<file path="config.mk">
export PLATFORM = sky130hd
export DESIGN_NAME = icache
export DESIGN_NICKNAME = d
export VERILOG_FILES = /design/src/rtl/icache.sv
export SDC_FILE = /design/constraint.sdc
export NUM_CORES = 2
export LEC_CHECK = 0
export ABC_AREA = 1
export BUFFER_PORTS_ARGS = -buffer_cell sky130_fd_sc_hd__buf_2
export CAP_MARGIN = 20
export CORE_ASPECT_RATIO = 1.25
export CORE_UTILIZATION = 45
export DETAILED_ROUTE_END_ITERATION = 16
export PLACE_DENSITY = 0.67
export SLEW_MARGIN = 20
export SYNTH_ARGS = -nofsm -noshare
export SYNTH_HDL_FRONTEND = slang
export SYNTH_SLANG_ARGS = --single-unit
export TNS_END_PERCENT = 50
</file>
<file path="constraint.sdc">
create_clock -name clk -period 15.3 [get_ports clk]
set_input_delay 1.53 -clock clk [delete_from_list [all_inputs] [get_ports clk]]
set_output_delay 1.53 -clock clk [all_outputs]
set_load 0.02 [all_outputs]
</file>
<file path="src/rtl/icache.sv">
// Direct-mapped, one-word-per-line instruction cache in front of the instruction ROM.
// Hits return data combinationally; misses stall and fill over the ROM handshake.
module icache #(
  parameter int unsigned INDEX_BITS = 6
) (
  input  logic        clk,
  input  logic        rst,
  input  logic [31:0] pc_i,
  input  logic        pc_ce_i,
  input  logic        flush_i,
  output logic [31:0] inst_o,
  output logic        stallreq,
  output logic [31:0] rom_addr_o,
  output logic        rom_ce_o,
  input  logic [31:0] rom_data_i,
  input  logic        rom_data_ready
);

  localparam int unsigned LINES    = 1 << INDEX_BITS;
  localparam int unsigned TAG_BITS = 30 - INDEX_BITS;

  typedef enum logic {
    IDLE,
    FETCH
  } state_t;

  state_t                state_q, state_d;
  logic [LINES-1:0]      valid_q, valid_d;
  logic [31:0]           miss_addr_q, miss_addr_d;
  logic [31:0]           rom_addr_q, rom_addr_d;
  logic                  rom_ce_q, rom_ce_d;
  logic [TAG_BITS-1:0]   tag_ram_q  [LINES];
  logic [31:0]           data_ram_q [LINES];

  logic [INDEX_BITS-1:0] idx;
  logic [INDEX_BITS-1:0] fill_idx;
  logic [TAG_BITS-1:0]   tag;
  logic                  hit;
  logic                  fill_we;
  logic                  unused_bits;

  assign idx         = pc_i[INDEX_BITS+1:2];
  assign tag         = pc_i[31:INDEX_BITS+2];
  assign fill_idx    = miss_addr_q[INDEX_BITS+1:2];
  assign hit         = pc_ce_i && valid_q[idx] && (tag_ram_q[idx] == tag) && (state_q == IDLE);
  assign unused_bits = ^{pc_i[1:0], miss_addr_q[1:0]};

  assign rom_addr_o  = rom_addr_q;
  assign rom_ce_o    = rom_ce_q;

  always_comb begin
    state_d     = state_q;
    valid_d     = valid_q;
    miss_addr_d = miss_addr_q;
    rom_addr_d  = rom_addr_q;
    rom_ce_d    = rom_ce_q;
    fill_we     = 1'b0;
    stallreq    = 1'b0;
    inst_o      = '0;
    case (state_q)
      IDLE: begin
        if (pc_ce_i) begin
          if (hit) begin
            inst_o = data_ram_q[idx];
          end else begin
            stallreq    = 1'b1;
            miss_addr_d = {pc_i[31:2], 2'b00};
            rom_addr_d  = {pc_i[31:2], 2'b00};
            rom_ce_d    = 1'b1;
            state_d     = FETCH;
          end
        end
      end
      FETCH: begin
        stallreq = 1'b1;
        if (rom_data_ready) begin
          fill_we           = !rst;
          valid_d[fill_idx] = 1'b1;
          rom_ce_d          = 1'b0;
          state_d           = IDLE;
        end
      end
      default: state_d = IDLE;
    endcase
    // Flush is applied last so it wins over a fill landing on the same edge.
    if (flush_i) valid_d = '0;
    if (rst) begin
      inst_o   = '0;
      stallreq = 1'b0;
    end
  end

  always_ff @(posedge clk or posedge rst) begin
    if (rst) begin
      state_q     <= IDLE;
      valid_q     <= '0;
      miss_addr_q <= '0;
      rom_addr_q  <= '0;
      rom_ce_q    <= 1'b0;
    end else begin
      state_q     <= state_d;
      valid_q     <= valid_d;
      miss_addr_q <= miss_addr_d;
      rom_addr_q  <= rom_addr_d;
      rom_ce_q    <= rom_ce_d;
    end
  end

  always_ff @(posedge clk) begin
    if (fill_we) begin
      data_ram_q[fill_idx] <= rom_data_i;
      tag_ram_q[fill_idx]  <= miss_addr_q[31:INDEX_BITS+2];
    end
  end

endmodule
</file>
==> flow_results.org <==
** Setup path
- Worst-path maximum fanout :: 236
- The worst setup path is of the input port to output port kind.
- For the worst setup path, the data required time is 13770 ps.
- STA puts the critical path data arrival time at 7850 ps.
- Kind of launch point of the worst setup path :: input port
- STA classifies the critical path endpoint as an output port.

** Drt
- Detailed routing inserted a total of 98380 vias.
- In the routed layout, each cell is associated on average with a via count of 6.296.
- The first TritonRoute pass finished after 9 iterations.
- Dividing the detail-routed wire length by the instance count gives 29.11 µm.
- The count of nets left with antenna violations once routing finished came out at 0.
- Overall routed net length :: 454800 µm
- Iter 0 DRT Violations :: 13895
- For this run, design rule violations remaining after detail routing come to 0.

** STA
- Slew at the pin closest to its max-slew limit :: 1580 ps
- Maximum clock frequency :: 106.6 MHz
- Max-slew violations :: 99
- Setup TNS :: 0 ps
- Setup repair after global routing missed its margin :: no
- Across the routed clock network, the largest skew measured is 47.45 ps.
- The number of hold-slack violations in the final timing report came to 0.
- Setup violations remaining at the end of the flow were counted as 0.
- Relative max-transition margin :: -5.350%
- Tmin final :: 9380 ps
- Final-layout worst hold slack :: 496.0 ps
- Period Utilization, post-route :: 61.31%

** Power and ir drop
- The clock network is responsible for 40.4% of the overall power.
- Summed over all nets, the switching power comes to 4.901 mW.
- Leakage power :: 53.91 nW
- Combinational Power Share :: 6.4%
- Net switching is 22.75% of the power.
- The worst-case IR drop observed on VDD is 127.5 µV.
- Power per unit of standard cell area :: 132.4 nW/µm²
- The internal portion of the total power is 16.64 mW.
- Part of the total power dissipated in sequential elements :: 53.2%

** Job
- Max-cap violations in this run came to 0.

** Yosys
- Gate count after technology mapping :: 11188
- Largest cells by area after synthesis :: sky130_fd_sc_hd__edfxtp_1 (74%), sky130_fd_sc_hd__nand3_1 (5.1%), sky130_fd_sc_hd__nand2_1 (5.1%)
- Fraction of the mapped netlist area in adder cells :: 0%
- Sequential cell area fraction in the yosys report :: 75.21%
- Of the post-synthesis cell area, the part taken by muxes is 0%.
- After synthesis, the largest family of logic cells by area is simple AND/OR/NAND/NOR gates.
- Cell area after technology mapping :: 146300 µm²
- Area fraction in compound gates after synthesis :: 8.250%
- Number of synthesized register bits :: 3680
- Async set-or-reset flop fraction in the synthesized netlist :: 2.609%
- The biggest area contributor in the post-synthesis netlist is sky130_fd_sc_hd__edfxtp_1.
- Post-synthesis share of cell area spent on and, or, nand and nor gates :: 13.85%
- After synthesis, the most frequently instantiated cells are sky130_fd_sc_hd__edfxtp_1 (3584), sky130_fd_sc_hd__nand2_1 (1969), sky130_fd_sc_hd__nand3_1 (1494), sky130_fd_sc_hd__nor2_1 (1107), sky130_fd_sc_hd__o21ai_0 (1042).
- The synthesized netlist devotes 0% of its cell area to XOR and XNOR gates.
- Among all flip-flop cells after synthesis, the most frequent one is sky130_fd_sc_hd__edfxtp_1.
- Counting flops with a built-in enable in the synthesized netlist gives 3584.
- Share of Yosys cell area claimed by the top area cell type :: 73.56%
- In this run, distinct cell masters in the synthesized netlist total 34.
- Mean post-synth cell area :: 13.08 µm²
- Yosys warning total :: 0
- sky130_fd_sc_hd__edfxtp_1 is the most common cell in the netlist.

** Clock tree
- Buffers inserted during clock tree synthesis total 358.
- The longest clock path from root to sink contains 4 buffers.
- Maximum level of the CTS H-tree :: 5
- Hold buffers post-CTS :: 0
- The clock reaches the later pin of the worst-skew pair after 900 ps.
- Post-CTS sizing :: 0
- TritonCTS built the clock tree.
- Clk Tree Root Cell :: sky130_fd_sc_hd__clkbuf_16
- Clock tree synthesis found a total of 3680 sinks.
- In this run the post-CTS setup repair buffer count came out at 0.
- After clock tree synthesis, the clock-pin slew on the worst setup and hold paths is 60 ps.

** Finish
- Summed area of non-filler cells in the final layout :: 162700 µm²
- Fill cells :: 26393
- After the last flow step, the layout net total stands at 11165.
- Area growth from synthesis to layout :: 11.21%
- Fraction of layout cells with a size suffix above 1 :: 10.49%
- For this run, the number of standard cells in the final layout without fillers is 15625.

** Global routing
- The number of antenna violations at the first check in global routing is 34.
- For met2 alone, demand over resource in global routing was 44.17%.
- Via count of the first global-routing pass :: 93413
- For met1 alone, demand over resource in global routing was 34.79%.
- Met3 Resource Use GR :: 5.114%
- Peak-usage layer in the global routing report :: met2
- Overall Global Routing Usage :: 27.07%
- First-pass GRT wire length :: 644400 µm
- Global route overflow :: 0
- Entering global routing, the biggest net connects 237 pins.

** Placed design
- Hpwl dp :: 230600 µm
- Including well taps, the total number of placed cells is 14963.
- After detailed placement, the total cell area comes to 151100 µm².
- Routability congestion estimate from global placement :: 0.8587
- Buffers placed on the I/O ports in this run total 130.

** Die
- Die footprint :: 327400 µm²
- Count of boundary I/O pins :: 135
- Floorplan die width :: 512.0 µm
- The floorplan has 233 rows.
- The floorplan step set the die height to 639.5 µm.
- In this run the standard cell core region covers 322700 µm².
- Initial standard-cell utilization of the core :: 45.33%

** Outcome
- Run status :: finished, violations left
- The checks that failed: slew limit.

** Min path
- Kind of path behind the tightest hold check :: flip-flop to flip-flop
[power by group through the flow]
| stage | combinational [mW] | clock (mW) | sequential (mW) |
|---|---|---|---|
| after floorplan | 0.697 | 0 | 11.7 |
| after global placement | 1.31 | 0 | 11.7 |
| after detailed placement | 1.35 | 0 | 11.7 |
| after CTS | 1.36 | 8.75 | 11.5 |
| after global routing | 1.47 | 9.13 | 11.5 |
| final | 1.38 | 8.70 | 11.5 |
[per-layer routing]
metal / part of all wire, % / vias to the layer above / wire (µm)
li1: - / 41402 / -
met1: 36 / 49165 / 164400
met2: 47 / 6591 / 212900
met3: 12 / 1204 / 52970
met4: 5.4 / 18 / 24460
met5: 0.027 / - / 125
[kinds of logic after synthesis]
family	Yosys count
and+or+nand+nor	4794
DFF	3680
AOI/OAI and AO/OA	1813
buffers and inverters	900
other	1
[cell type report]
class,count,area (µm²),share of cell area [%]
inverter,68,309.0,0.1899
antenna,26,65.06,0.03999
multi-input combinational,6609,32760,20.13
sequential,3680,110100,67.65
clock inverter,182,1826,1.122
tap,4230,5293,3.253
clock buffer,451,9580,5.888
timing repair buffer,379,2804,1.723
[cells in the final DEF (no fill, tap or decap), types with 15 or more instances in the layout]
cell type,synthesis,routed
sky130_fd_sc_hd__edfxtp_1,3584,3584
sky130_fd_sc_hd__nand2_1,1969,1969
sky130_fd_sc_hd__nand3_1,1494,1494
sky130_fd_sc_hd__nor2_1,1107,1074
sky130_fd_sc_hd__o21ai_0,1042,1042
sky130_fd_sc_hd__clkbuf_16,0,368
sky130_fd_sc_hd__o221ai_1,248,248
sky130_fd_sc_hd__buf_4,40,240
sky130_fd_sc_hd__o221a_2,239,239
sky130_fd_sc_hd__nor3_1,156,133
sky130_fd_sc_hd__a311oi_1,124,124
sky130_fd_sc_hd__a21oi_1,118,118
sky130_fd_sc_hd__buf_2,268,117
sky130_fd_sc_hd__clkbuf_1,445,77
sky130_fd_sc_hd__clkinv_1,0,76
sky130_fd_sc_hd__dfrtp_1,96,75
sky130_fd_sc_hd__inv_1,64,61
sky130_fd_sc_hd__clkinv_2,1,48
sky130_fd_sc_hd__nand4_1,35,35
sky130_fd_sc_hd__bufinv_16,0,34
sky130_fd_sc_hd__nor2_4,0,33
sky130_fd_sc_hd__diode_2,0,26
sky130_fd_sc_hd__nor3_2,1,24
sky130_fd_sc_hd__nand3b_1,20,20
sky130_fd_sc_hd__o21ai_1,16,16
sky130_fd_sc_hd__a221oi_1,16,16
sky130_fd_sc_hd__dfrtp_2,0,15
[worst paths after layout]
path / start / end / slack, ps / depth (start not counted)
max: pc_i[2] / inst_o[11] / 5920 / 19
min: valid_q[18]$_DFFE_PP0P_ / valid_q[18]$_DFFE_PP0P_ / 500 / 2
max reg2reg: state_q$_DFF_PP0_ / data_ram_q[9][4]$_DFFE_PP_ / 10860 / 7
min reg2reg: valid_q[18]$_DFFE_PP0P_ / valid_q[18]$_DFFE_PP0P_ / 500 / 2
max in group asynchronous: rst / rom_addr_o[26]$_DFFE_PP0P_ / 12480 / 4
min in group asynchronous: rst / rom_addr_o[27]$_DFFE_PP0P_ / 1560 / 3
[sequential cells by signal, indices dropped and copies added (netlist names)]
signal,flops
data_ram_q,2048
tag_ram_q,1536
valid_q,64
rom_addr_o,30
rom_ce_o,1
state_q,1
[through the flow]
stage               total power [mW]  utilization, %  setup slack [ps]
floorplan                      12.41               -              7340
global placement               12.96           46.80              6587
detailed placement             13.02           46.83              6426
CTS                            21.56           50.36              6413
global route                   22.06           50.40              5879
finish                         21.54           50.41              5920
[worst max-delay path, cell delays in order]
cell and delay, ps:
sky130_fd_sc_hd__buf_12 220, sky130_fd_sc_hd__inv_16 410, sky130_fd_sc_hd__buf_4 800, sky130_fd_sc_hd__buf_12 620
sky130_fd_sc_hd__nand2_1 130, sky130_fd_sc_hd__nand3_1 120, sky130_fd_sc_hd__nand3_1 120, sky130_fd_sc_hd__nand3_1 120
sky130_fd_sc_hd__nand3_1 90, sky130_fd_sc_hd__nand3_1 360, sky130_fd_sc_hd__nand2_1 110, sky130_fd_sc_hd__nand2_1 70
sky130_fd_sc_hd__nand2_1 150, sky130_fd_sc_hd__nor2_1 150, sky130_fd_sc_hd__nand4_1 100, sky130_fd_sc_hd__nor2_1 120
sky130_fd_sc_hd__nand3_2 690, sky130_fd_sc_hd__nor2_1 400, sky130_fd_sc_hd__buf_2 220
No activity file was read; power rests on OpenSTA's default activity.
